### src/rtl/fifo_pkg.sv
// rtl/fifo_pkg.sv - shared width helpers and flag bundle for the single-clock FIFO
package fifo_pkg;

    function automatic int ADDR_W(input int depth);
        return $clog2(depth);
    endfunction

    function automatic int CNT_W(input int depth);
        return $clog2(depth) + 1;
    endfunction

    typedef struct packed {
        logic full;
        logic empty;
        logic half_full;
        logic half_empty;
        logic almost_full;
        logic almost_empty;
    } fifo_flags_t;

endpackage

### src/rtl/fifo_mem.sv
// rtl/fifo_mem.sv - register array with one write port and one registered read port
module fifo_mem
    import fifo_pkg::*;
#(
    parameter int DATA_WIDTH = 8,
    parameter int DEPTH      = 16
) (
    input  logic                       clk,
    input  logic                       wr_en,
    input  logic [ADDR_W(DEPTH)-1:0]   wr_addr,
    input  logic [DATA_WIDTH-1:0]      wr_data,
    input  logic                       rd_en,
    input  logic [ADDR_W(DEPTH)-1:0]   rd_addr,
    output logic [DATA_WIDTH-1:0]      rd_data
);

    logic [DATA_WIDTH-1:0] mem [DEPTH];

    always_ff @(posedge clk) begin
        if (wr_en) begin
            mem[wr_addr] <= wr_data;
        end
        if (rd_en) begin
            rd_data <= mem[rd_addr];
        end
    end

endmodule

### src/rtl/sync_fifo_flags.sv
// rtl/sync_fifo_flags.sv - single-clock FIFO with occupancy count, threshold flags and error reporting
module sync_fifo_flags
    import fifo_pkg::*;
#(
    parameter int DATA_WIDTH = 8,
    parameter int DEPTH      = 16,
    parameter int AF_THRESH  = DEPTH - 2,
    parameter int AE_THRESH  = 2
) (
    input  logic                      clk,
    input  logic                      rst_n,
    input  logic                      w_en,
    input  logic [DATA_WIDTH-1:0]     data_in,
    input  logic                      r_en,
    output logic [DATA_WIDTH-1:0]     data_out,
    output logic [CNT_W(DEPTH)-1:0]   count,
    output logic                      full,
    output logic                      empty,
    output logic                      half_full,
    output logic                      half_empty,
    output logic                      almost_full,
    output logic                      almost_empty,
    output logic                      write_error,
    output logic                      read_error,
    output logic                      overflow_sticky,
    output logic                      underflow_sticky
);

    localparam int AW = ADDR_W(DEPTH);
    localparam int CW = CNT_W(DEPTH);

    localparam logic [CW-1:0] C_ONE   = CW'(1);
    localparam logic [CW-1:0] C_DEPTH = CW'(DEPTH);
    localparam logic [CW-1:0] C_HALF  = CW'(DEPTH / 2);
    localparam logic [CW-1:0] C_AF    = CW'(AF_THRESH);
    localparam logic [CW-1:0] C_AE    = CW'(AE_THRESH);

    if ((DEPTH < 4) || ((DEPTH & (DEPTH - 1)) != 0)) begin : g_bad_depth
        $error("sync_fifo_flags: DEPTH must be a power of 2 and >= 4");
    end
    if ((AF_THRESH < 1) || (AF_THRESH > DEPTH - 1)) begin : g_bad_af
        $error("sync_fifo_flags: AF_THRESH must be within 1..DEPTH-1");
    end
    if ((AE_THRESH < 1) || (AE_THRESH > DEPTH - 1)) begin : g_bad_ae
        $error("sync_fifo_flags: AE_THRESH must be within 1..DEPTH-1");
    end

    logic [CW-1:0]         wr_ptr;
    logic [CW-1:0]         rd_ptr;
    logic                  rd_acc;
    logic                  wr_acc;
    logic                  rd_seen;
    logic [DATA_WIDTH-1:0] mem_q;

    assign full         = (count == C_DEPTH);
    assign empty        = (count == '0);
    assign half_full    = (count >= C_HALF);
    assign half_empty   = (count <= C_HALF);
    assign almost_full  = (count >= C_AF);
    assign almost_empty = (count <= C_AE);

    // A read frees a slot in the same cycle, so a full FIFO still takes a write alongside it.
    assign rd_acc = r_en && !empty;
    assign wr_acc = w_en && (!full || rd_acc);

    always_ff @(posedge clk or negedge rst_n) begin
        if (!rst_n) begin
            wr_ptr           <= '0;
            rd_ptr           <= '0;
            count            <= '0;
            write_error      <= 1'b0;
            read_error       <= 1'b0;
            overflow_sticky  <= 1'b0;
            underflow_sticky <= 1'b0;
            rd_seen          <= 1'b0;
        end else begin
            if (wr_acc) begin
                wr_ptr <= wr_ptr + C_ONE;
            end
            if (rd_acc) begin
                rd_ptr  <= rd_ptr + C_ONE;
                rd_seen <= 1'b1;
            end
            case ({wr_acc, rd_acc})
                2'b10:   count <= count + C_ONE;
                2'b01:   count <= count - C_ONE;
                default: count <= count;
            endcase
            write_error <= w_en && !wr_acc;
            read_error  <= r_en && !rd_acc;
            if (w_en && !wr_acc) begin
                overflow_sticky <= 1'b1;
            end
            if (r_en && !rd_acc) begin
                underflow_sticky <= 1'b1;
            end
        end
    end

    fifo_mem #(
        .DATA_WIDTH (DATA_WIDTH),
        .DEPTH      (DEPTH)
    ) u_mem (
        .clk     (clk),
        .wr_en   (wr_acc),
        .wr_addr (wr_ptr[AW-1:0]),
        .wr_data (data_in),
        .rd_en   (rd_acc),
        .rd_addr (rd_ptr[AW-1:0]),
        .rd_data (mem_q)
    );

    // The array has no reset; until a read lands after reset the output is forced to zero.
    assign data_out = rd_seen ? mem_q : '0;

endmodule

### config.mk
export PLATFORM = sky130hd
export DESIGN_NAME = sync_fifo_flags
export DESIGN_NICKNAME = d
export VERILOG_FILES = /design/src/rtl/fifo_pkg.sv /design/src/rtl/fifo_mem.sv /design/src/rtl/sync_fifo_flags.sv
export SDC_FILE = /design/constraint.sdc
export NUM_CORES = 1
export LEC_CHECK = 0
export CAP_MARGIN = 30
export CORE_MARGIN = 2
export CORE_UTILIZATION = 28
export CTS_CLUSTER_SIZE = 28
export DETAILED_ROUTE_END_ITERATION = 10
export GPL_TIMING_DRIVEN = 0
export PLACE_DENSITY = 0.43
export SETUP_SLACK_MARGIN = 0.02
export SKIP_LAST_GASP = 1
export SYNTH_ARGS = -nofsm -noshare
export SYNTH_HDL_FRONTEND = slang
export SYNTH_SLANG_ARGS = --single-unit
### constraint.sdc
create_clock -name clk -period 3 [get_ports clk]
set_clock_uncertainty 0.15 [all_clocks]
set_input_delay 0.3 -clock clk [delete_from_list [all_inputs] [get_ports clk]]
set_output_delay 0.3 -clock clk [all_outputs]
set_load 0.02 [all_outputs]
==> reports/metrics.sh <==
HOLD_PATH_CLASS='input port to asynchronous set/reset pin'
CELLPOWERDENSITY_nW_PER_UM2=945
DETAIL_ROUTE.DRC_VIOLATIONS=0
SYNTH_NETS=337
TRITONCTS='built'
ROOT_BUFFER='sky130_fd_sc_hd__clkbuf_16'
SYNTHCELLS=316
FINAL_CELL_MIX='136 x sky130_fd_sc_hd__edfxtp_1, 34 x sky130_fd_sc_hd__clkdlybuf4s50_1, 30 x sky130_fd_sc_hd__mux4_1, 26 x sky130_fd_sc_hd__and2_1, 17 x sky130_fd_sc_hd__clkbuf_16'
ENDPOINT_KIND='register'
DOMINANT_COMBINATIONAL_CELL_FAMILY_BY_AREA_AFTER_SYNTHESIS='multiplexers'
WIRE_LENGTH_OF_THE_FIRST_GLOBAL_ROUTING_PASS_UM=20900
BASIC_GATE_SHARE_OF_THE_SYNTHESIZED_AREA_COUNTING_AND_OR_NAND_AND_NOR_CELLS=0.0572
SYNTHMUXAREASHARE=0.161
SYNTH-ADDER-AREA-SHARE=0.0189
TRANSITION_TIME_OF_THE_TIGHTEST_SLEW_CHECK_PIN_NS=0.918
WORSTPATHARRIVAL_NS=2.96
FLOORPLAN.INITIALDENSITY=0.283
COUNT_OF_BOUNDARY_I_O_PINS=35
YOSYS_WARNINGS=0
CTS_BUFFER_DEPTH=2
SYNTH-EDFF-COUNT=136
SYNTH_FF_TYPE='sky130_fd_sc_hd__edfxtp_1'
DPL.HPWL_UM=9020
WORSTPATHBUFFERINVERTERCOUNT=1
ANTENNA-DIODE-COUNT=0
YS_FF_LATCH=154
LAYOUT.CELLS.NON_FILLER=668
ROUTABILITYCONGESTION=0.693
DRT_FIRST_PASS_ITERS=4
MOSTFREQUENTLAYOUTCELL='sky130_fd_sc_hd__edfxtp_1'
DPL.CELL_COUNT=635
POST-ROUTE-PERIOD-UTIL=0.926
WIRELENGTH_UM=13700
SYNTH_COMPOUND_AREA_FRAC=0.0203
CLOCK_SINK_COUNT=154
WORSTSETUPSTARTPOINTTYPE='register'
MAXIMUM_NUMBER_OF_PINS_ON_ONE_NET_BEFORE_GLOBAL_ROUTE_REPAIR=19
MAXSLEWVIOLCOUNT=0
SYNTH-ASYNC-RESET-RATIO=0.117
FP.DIEH_UM=155
GRT_REMAINING_OVERFLOW=0
PLACEMENTROWS=55
SYNTH_CELL_TYPE_COUNT=44
SETUP_VIOL=0
CELL_WITH_THE_LARGEST_STAGE_DELAY_ON_THE_WORST_PATH='sky130_fd_sc_hd__dfrtp_2'
GLOBALROUTETOTALUTIL=0.124
GRT_SETUP_UNREPAIRED='no'
MAX-VDD-IR-DROP_mV=0.282
PATH_DELAY_FAMILY='simple AND/OR/NAND/NOR gates'
VIAS_PER_CELL=4.58
WORST-SETUP-PATH-TYPE='register to register'
DRIVE_ABOVE_1_SHARE=0.154
POSTSYNTHAREAPERCELL_UM2=20.1
CRITICAL_PATH.CELL_CHAIN='or3_1 -> buf_2 -> o21ai_4 -> nor2_2 -> ha_4 -> nor2b_1 -> o21a_1 -> or2_2 -> o31a_1 -> o211ai_1'
SYNTH_XOR_XNOR_AREA_SHARE=0.0124
TOTAL_LEAKAGE_POWER_uW=0.00256
SYNTH_SEQ_AREA_SHARE=0.713
DIE-AREA_UM2=23900
CTS-HTREE-LEVELS=4
FINALWORSTPATHREQUIREDPERIOD_NS=2.78
NUM_VIAS=3061
SYN-CELL-AREA_UM2=6360
WORST_STAGE_DELAY_ON_THE_CRITICAL_PATH_NS=0.46
MAXSLEWHEADROOM=0.386
AREA_GROWTH_PCT=20.2
PORT_BUFFERS=34
CTS_INSERTED_BUFFERS=17
ANTENNA_VIOLATIONS_BEFORE_REPAIR=0
INITIALDRTVIOLATIONCOUNT=202
CORE-AREA_UM2=22500
CRIT_PATH_REQUIRED_TIME_NS=3.19
FIRST_GLOBAL_VIAS=3211
NUMBER_OF_HOLD_VIOLATIONS_IN_THE_FINAL_REPORT=0
DIE_WIDTH_UM=155
CRITICAL_PATH.MAX_FANOUT=8
WL_PER_CELL_UM=20.5
INSERTION_DELAY_NS=0.42
FIN_TNS_SETUP_NS=0
RUN_STATUS='finished clean'
NUM-NETS-FINAL=391
MAXCLOCKFREQUENCY_MHz=360
DRTANTENNAVIOLNETS=0
CLOCK_SLEW_AT_REPORTED_PATH_FFS_NS=0.06
MAX_CAP_VIOL_COUNT=0
==> what timing repair did <==
item	in CTS	in global routing
cloned	0	0
setup endpoints to repair	1	1
hold buffers	0	0
pin swaps	0	1
gates resized for setup	5	1
setup buffers	0	1
==> state kept, by name, summed over array words and instances, names as in the netlist <==
name	count
rd_ptr	4
overflow_sticky	1
rd_seen	1
u_mem.mem	128
read_error	1
wr_ptr	4
u_mem.rd_data	8
count	5
underflow_sticky	1
write_error	1
==> per-stage QoR <==
stage	util	total power [µW]	worst slack, ns	area [µm²]	hold slack, ns
finish	0.340	7220	0.223	7640	0.243
global route	0.340	7610	0.0693	7640	0.296
CTS	0.339	7320	0.0623	7620	0.268
detailed placement	0.314	5280	-0.0956	7060	0.310
global placement	0.314	5270	-0.0776	7060	0.303
floorplan	-	4390	0.0733	6360	-0.146
==> synthesized netlist by cell type, types with 2 or more instances <==
cell                       instances  area (µm²)
sky130_fd_sc_hd__a21oi_1           3        15.0
sky130_fd_sc_hd__and2_1           26         163
sky130_fd_sc_hd__buf_6             3        33.8
sky130_fd_sc_hd__clkbuf_1          7        26.3
sky130_fd_sc_hd__dfrtp_1          18         450
sky130_fd_sc_hd__edfxtp_1        136        4080
sky130_fd_sc_hd__ha_1              8         100
sky130_fd_sc_hd__inv_1             7        26.3
sky130_fd_sc_hd__mux4_1           30         788
sky130_fd_sc_hd__mux4_2           10         225
sky130_fd_sc_hd__nand2_1          11        41.3
sky130_fd_sc_hd__nand2b_1          2        12.5
sky130_fd_sc_hd__nand4_1           2        12.5
sky130_fd_sc_hd__nor2_1            6        22.5
sky130_fd_sc_hd__nor2b_1           3        18.8
sky130_fd_sc_hd__nor3_1            2        10.0
sky130_fd_sc_hd__o211ai_1          2        15.0
sky130_fd_sc_hd__o21ai_0           4        20.0
sky130_fd_sc_hd__or2_2             4        25.0
sky130_fd_sc_hd__xnor2_1           8        70.1
==> worst register-to-register path, delay by kind of cell (launching register included) <==
kind / cells / cell delay, ns
compound gates: 4 / 0.74
fa+ha+maj: 1 / 0.26
buf+inv: 1 / 0.18
flops: 1 / 0.46
simple gates: 4 / 0.90
==> power by group <==
part	internal [µW]	leakage (µW)	total [µW]	switching, µW
clock network	1140	0.000254	2010	870
logic	1130	0.000864	2330	1200
registers	2710	0.00144	2870	163
==> area by class of cell <==
class	count	area, µm²
flip-flops and latches	154	4540
multi-input cells	142	1740
clock inverters	13	120
clock buffers	19	433
fillers	2111	14900
well taps	285	357
inverters	7	26.3
repair buffers	35	348
plain buffers	13	83.8
==> per-layer routing <==
metal  wire length (µm)  track usage
met2               6830        0.205
met1               6350        0.160
met5                  0            0
met3                310       0.0252
met4                208       0.0489
==> final timing paths <==
kind / from / depth (start not counted) / to / slack, ns
min in group clk: overflow_sticky / 1 / overflow_sticky / 0.32
min reg2reg: overflow_sticky / 1 / overflow_sticky / 0.32
max in group asynchronous: rst_n / 1 / count[4] / 1.83
max: count[1] / 10 / count[4] / 0.22
min: rst_n / 1 / rd_ptr[2] / 0.24
max reg2reg: count[1] / 10 / count[4] / 0.22
==> cell families after synthesis <==
kind of cell / Yosys count
flops: 154
compound gates: 19
buf+inv: 20
fa+ha+maj: 9
xor+xnor: 9
mux: 41
simple gates: 64
No activity file was read; power rests on OpenSTA's default activity.
